$ cat src/rtl/ysyx_24080006_icache.sv
// rtl/ysyx_24080006_icache.sv - direct-mapped read-only I-cache with AXI4 line refill
// Optional uncached low region (4'h0) enabled by YSYX_24080006_ICACHE_BYPASS_EN.
module ysyx_24080006_icache #(
  parameter int LINE_WORDS = 4,
  parameter int SETS       = 16
) (
  input  logic        clock,
  input  logic        reset,
  input  logic        req_valid,
  output logic        req_ready,
  input  logic [31:0] req_addr,
  output logic        rsp_valid,
  input  logic        rsp_ready,
  output logic [31:0] rsp_data,
  output logic        rsp_err,
  input  logic        fence_i,
  output logic        arvalid,
  input  logic        arready,
  output logic [31:0] araddr,
  output logic [3:0]  arid,
  output logic [7:0]  arlen,
  output logic [2:0]  arsize,
  output logic [1:0]  arburst,
  input  logic        rvalid,
  output logic        rready,
  input  logic [31:0] rdata,
  input  logic [1:0]  rresp,
  input  logic        rlast
);
  localparam int WB  = $clog2(LINE_WORDS);
  localparam int OFF = 2 + WB;
  localparam int IDX = $clog2(SETS);
  localparam int TAG = 32 - IDX - OFF;

  typedef enum logic [2:0] {S_IDLE, S_LOOKUP, S_AR, S_R, S_RESP} state_t;
  state_t state, state_next;

  logic [31:2]     addr_q;
  logic [WB-1:0]   beat_q;
  logic            err_q;
  logic            fence_seen_q;
  logic [31:0]     word_q;
  logic            word_err_q;
  logic [SETS-1:0] valid_q;
  logic [TAG-1:0]  tag_arr  [SETS];
  logic [31:0]     data_arr [SETS*LINE_WORDS];

  logic [IDX-1:0]  idx;
  logic [WB-1:0]   woff;
  logic [TAG-1:0]  tag_in;
  logic [31:0]     hit_word;
  logic            bypass;
  logic            hit;
  logic            burst_end;
  logic            unused_addr_bits;

  assign unused_addr_bits = ^req_addr[1:0];

  assign idx      = addr_q[OFF+IDX-1:OFF];
  assign woff     = addr_q[OFF-1:2];
  assign tag_in   = addr_q[31:32-TAG];
  assign hit_word = data_arr[{idx, woff}];

`ifdef YSYX_24080006_ICACHE_BYPASS_EN
  assign bypass = (addr_q[31:28] == 4'h0);
`else
  assign bypass = 1'b0;
`endif

  // A fence in the lookup cycle must not let a stale line answer.
  assign hit       = valid_q[idx] && (tag_arr[idx] == tag_in) && !bypass && !fence_i;
  assign burst_end = (state == S_R) && rvalid &&
                     (rlast || (beat_q == WB'(LINE_WORDS - 1)) || bypass);

  assign arid    = 4'd0;
  assign arsize  = 3'b010;
  assign arburst = 2'b01;
  assign arlen   = bypass ? 8'd0 : 8'(LINE_WORDS - 1);

  always_comb begin
    araddr = 32'd0;
    if (state == S_AR) begin
      if (bypass) araddr = {addr_q[31:2], 2'b00};
      else        araddr = {addr_q[31:OFF], {OFF{1'b0}}};
    end
  end

  always_ff @(posedge clock) begin
    if (reset) state <= S_IDLE;
    else       state <= state_next;
  end

  always_comb begin
    state_next = state;
    req_ready  = 1'b0;
    rsp_valid  = 1'b0;
    rsp_data   = word_q;
    rsp_err    = 1'b0;
    arvalid    = 1'b0;
    rready     = 1'b0;
    case (state)
      S_IDLE: begin
        req_ready = 1'b1;
        if (req_valid) state_next = S_LOOKUP;
      end
      S_LOOKUP: begin
        if (hit) begin
          rsp_valid  = 1'b1;
          rsp_data   = hit_word;
          state_next = rsp_ready ? S_IDLE : S_RESP;
        end else begin
          state_next = S_AR;
        end
      end
      S_AR: begin
        arvalid = 1'b1;
        if (arready) state_next = S_R;
      end
      S_R: begin
        rready = 1'b1;
        if (burst_end) state_next = S_RESP;
      end
      S_RESP: begin
        rsp_valid = 1'b1;
        rsp_err   = word_err_q;
        if (rsp_ready) state_next = S_IDLE;
      end
      default: state_next = S_IDLE;
    endcase
  end

  always_ff @(posedge clock) begin
    if (reset) begin
      addr_q       <= '0;
      beat_q       <= '0;
      err_q        <= 1'b0;
      fence_seen_q <= 1'b0;
      word_q       <= 32'd0;
      word_err_q   <= 1'b0;
      valid_q      <= '0;
    end else begin
      if (state == S_IDLE && req_valid) begin
        addr_q       <= req_addr[31:2];
        fence_seen_q <= 1'b0;
      end
      if (state == S_LOOKUP && hit) begin
        word_q     <= hit_word;
        word_err_q <= 1'b0;
      end
      if (state == S_AR && arready) begin
        beat_q <= '0;
        err_q  <= 1'b0;
      end
      if (state == S_R && rvalid) begin
        beat_q <= beat_q + WB'(1);
        if (rresp != 2'b00) err_q <= 1'b1;
        if (bypass || beat_q == woff) word_q <= rdata;
        if (burst_end) begin
          word_err_q <= err_q | (rresp != 2'b00);
          if (!bypass && !err_q && rresp == 2'b00 && !fence_seen_q && !fence_i)
            valid_q[idx] <= 1'b1;
        end
      end
      // Invalidation wins over any same-edge validation.
      if (fence_i) begin
        fence_seen_q <= 1'b1;
        valid_q      <= '0;
      end
    end
  end

  always_ff @(posedge clock) begin
    if (!reset && state == S_R && rvalid && !bypass) begin
      data_arr[{idx, beat_q}] <= rdata;
      if (burst_end) tag_arr[idx] <= tag_in;
    end
  end
endmodule

$ cat config.mk
export PLATFORM = sky130hd
export DESIGN_NAME = ysyx_24080006_icache
export DESIGN_NICKNAME = d
export VERILOG_FILES = /design/src/rtl/ysyx_24080006_icache.sv
export SDC_FILE = /design/constraint.sdc
export NUM_CORES = 2
export LEC_CHECK = 0
export CELL_PAD_IN_SITES_DETAIL_PLACEMENT = 0
export CELL_PAD_IN_SITES_GLOBAL_PLACEMENT = 1
export CORE_MARGIN = 10
export CORE_UTILIZATION = 45
export DETAILED_ROUTE_END_ITERATION = 10
export PLACE_DENSITY = 0.73
export SLEW_MARGIN = 10
export SYNTH_ARGS = -nofsm -noshare
export SYNTH_HDL_FRONTEND = slang
export SYNTH_SLANG_ARGS = --single-unit
$ cat constraint.sdc
create_clock -name clock -period 4.6 [get_ports clock]
set_clock_uncertainty 0.15 [all_clocks]
set_input_delay 0.92 -clock clock [delete_from_list [all_inputs] [get_ports clock]]
set_output_delay 0.92 -clock clock [all_outputs]
set_load 0.005 [all_outputs]
==> out/metrics.cfg <==
[cts]
clk_root_buffer_cell=clkbuf_16
cts_buffers=276
clk_latency_ns=0.88
clk_pin_slew_ns=0.06
cts_htree_levels=5
cts_tree=yes
clock_sinks=2524
cts_buffer_depth=4

[worst_setup_path]
end_kind=output pin
critical_path_class=reg -> out
path_max_fanout=7
crit_required_ns=3.53
worst_ep_arrival_time_ns=4.56
cp-start-kind=register

[job]
cap_violations=0

[global_routing]
grt_pass1_wl_um=350000
grt_overflow=0
grt_max_degree=92
track_usage_pct=20.3
first_global_vias=47800
antenna_found_initial=21

[detailed_routing]
dr.pass1.iters=6
ant_nets=0
wl_met1_um=97900
drc_errors=0
wirelength_um=242000
wl_met3_um=20700
met2_length_um=117000
via_per_inst=6.01
maxUsedRoutingLayer=met5
drtIter0Drc=5359
vias=47400
wire_per_inst_um=30.7

[final_layout]
fillers=16000
layout_common_cells=edfxtp_1, mux4_2, clkbuf_16, buf_4, nand2_1
instances_no_fill=7878
finalInstanceArea_um2=115000
nets=4926
area_growth_pct=18.0
layout_commonest_cell=edfxtp_1
drive_gt1_share_pct=33.4

[yosys]
netlist_area_um2=97000
ys.flop_type=edfxtp_1
synth_compound_gate_area_share_pct=1.55
synthArstFlopShare_pct=0
synth_top_cell_area_share_pct=75.3
synth_area_leaders=edfxtp_1, mux4_2, dfxtp_1
synth_edf_count=2432
synth_top_family_by_area=multiplexers
ys_types=60
synth_seq_area_share_pct=77.2
synth-xor-area-share_pct=0.262
syn_avg_cell_area_um2=22.6
synth-seq-cells=2524
syn_inst=4288
synthSimpleGateAreaFrac_pct=1.86
synthMuxAreaShare_pct=17.8
synth_fa_ha_area_share_pct=0.0129
yosysWarningCount=0
yosysTopAreaCell=edfxtp_1

[place]
placedCellCount=7359
placed_area_um2=105000
portBuffers=136
dpl.hpwl_um=135000
place_congestion=0.753

[sta]
slew_headroom_pct=19.0
worst_pin_slew_ns=1.22
setup_ws_ns=-1.03
fin_crit_ns=5.63
fin_setup_tns_ns=-30.37
fmax_mhz=178
rsz0062_at_grt=true
finalHoldViolations=0
setup_viol=33
slew_violations=0
fin_crit_sh_pct=122

[pwr]
power_mw=49.8
power.density_nw_per_um2=435
p_leak_nw=35.5
peakVddDrop_v=0.000404

[floorplanning]
coreArea_um2=215000
die_area_um2=235000
die_h_um=484
die_x_um=484
start_util_pct=45.2
rows=170
io_pins=160

[worst_hold_path]
min-delay-start=rdata[26]
hold_class=in -> reg

[outcome]
status=finished with violations
failed_checks=setup timing

## state kept, by name (all words and copies together) (netlist names), named ones only
signal and count:
data_arr 2048, tag_arr 384, word_q 32, addr_q 30, valid_q 16, state 3, beat_q 2, err_q 1
fence_seen_q 1, word_err_q 1
## kinds of logic after synthesis
group,Yosys count
DFF,2524
buffers and inverters,293
and+or+nand+nor,391
muxes,833
xor gates and xnor gates,29
AOI/OAI and AO/OA,215
other,2
adders and majority gates,1
## layer usage
| layer | up-vias | GRT usage (%) |
|---|---|---|
| met5 | - | 0 |
| met4 | 4 | 4.75 |
| met3 | 422 | 4.16 |
| met2 | 2239 | 32.6 |
| met1 | 25500 | 28.8 |
| li1 | 19200 | - |
## worst max-delay path: stages (launching register included)
cell and delay [ns]:
dfxtp_4 0.38, mux4_2 0.53, mux2i_4 0.21, mux2_4 0.32, or4_4 0.43, or4_4 0.45
nor4_4 0.32, nand4_4 0.15, buf_12 0.19, buf_16 0.18, buf_12 0.14, mux2i_2 0.18
inv_1 0.07, buf_2 0.13
## stage by stage
step	hold slack (ns)	util, %	setup WS (ns)
3_3_place_gp	0.284	49.0	-0.546
6_report	0.252	53.4	-1.03
5_1_grt	0.224	53.4	-1.13
2_1_floorplan	0.276	-	0.227
4_1_cts	0.194	53.2	-1.09
3_5_place_dp	0.306	49.0	-0.589
## repair_timing
item | CTS | global route
buffers inserted | 35 | 9
endpoints found under the hold margin | 0 | 0
setup endpoints to repair | 33 | 33
hold buffers | 0 | 0
pin swaps | 16 | 7
gates cloned | 5 | 1
resized for setup | 220 | 24
## report_power, final
group / switching, mW / total (mW) / internal, mW
sequential: 0.0645 / 25.3 / 25.3
clock: 8.50 / 20.8 / 12.3
combinational: 2.04 / 3.70 / 1.66
## final timing paths
check	end	slack, ns	cells past startpoint
worst max-delay path	rsp_data[24]	-1.03	13
worst min-delay path	data_arr[9][26]	0.25	1
worst max register to register	word_q[7]	0.47	14
worst min register to register	err_q	0.31	2
## cell type report
cell class	instances	area [um2]	area share (%)
flip-flops and latches	2524	74900	65.4
multi-input cells	1490	22100	19.3
clock buffers	354	7390	6.45
repair buffers	525	5490	4.79
well taps	2838	3550	3.10
clock inverters	109	1010	0.883
inverters	34	128	0.111
diodes	4	10.0	0.00874
## synth_stat cells, types with 20 or more instances
cell type / number
edfxtp_1: 2432
mux4_2: 713
clkbuf_1: 183
nor2_1: 147
nand2_1: 123
mux2i_1: 106
dfxtp_1: 92
a22oi_1: 70
a21oi_1: 53
a211oi_1: 36
and2_1: 35
inv_1: 34
buf_2: 32
buf_4: 26
xnor2_1: 20
Note: power is estimated with default switching activity, not from simulation.
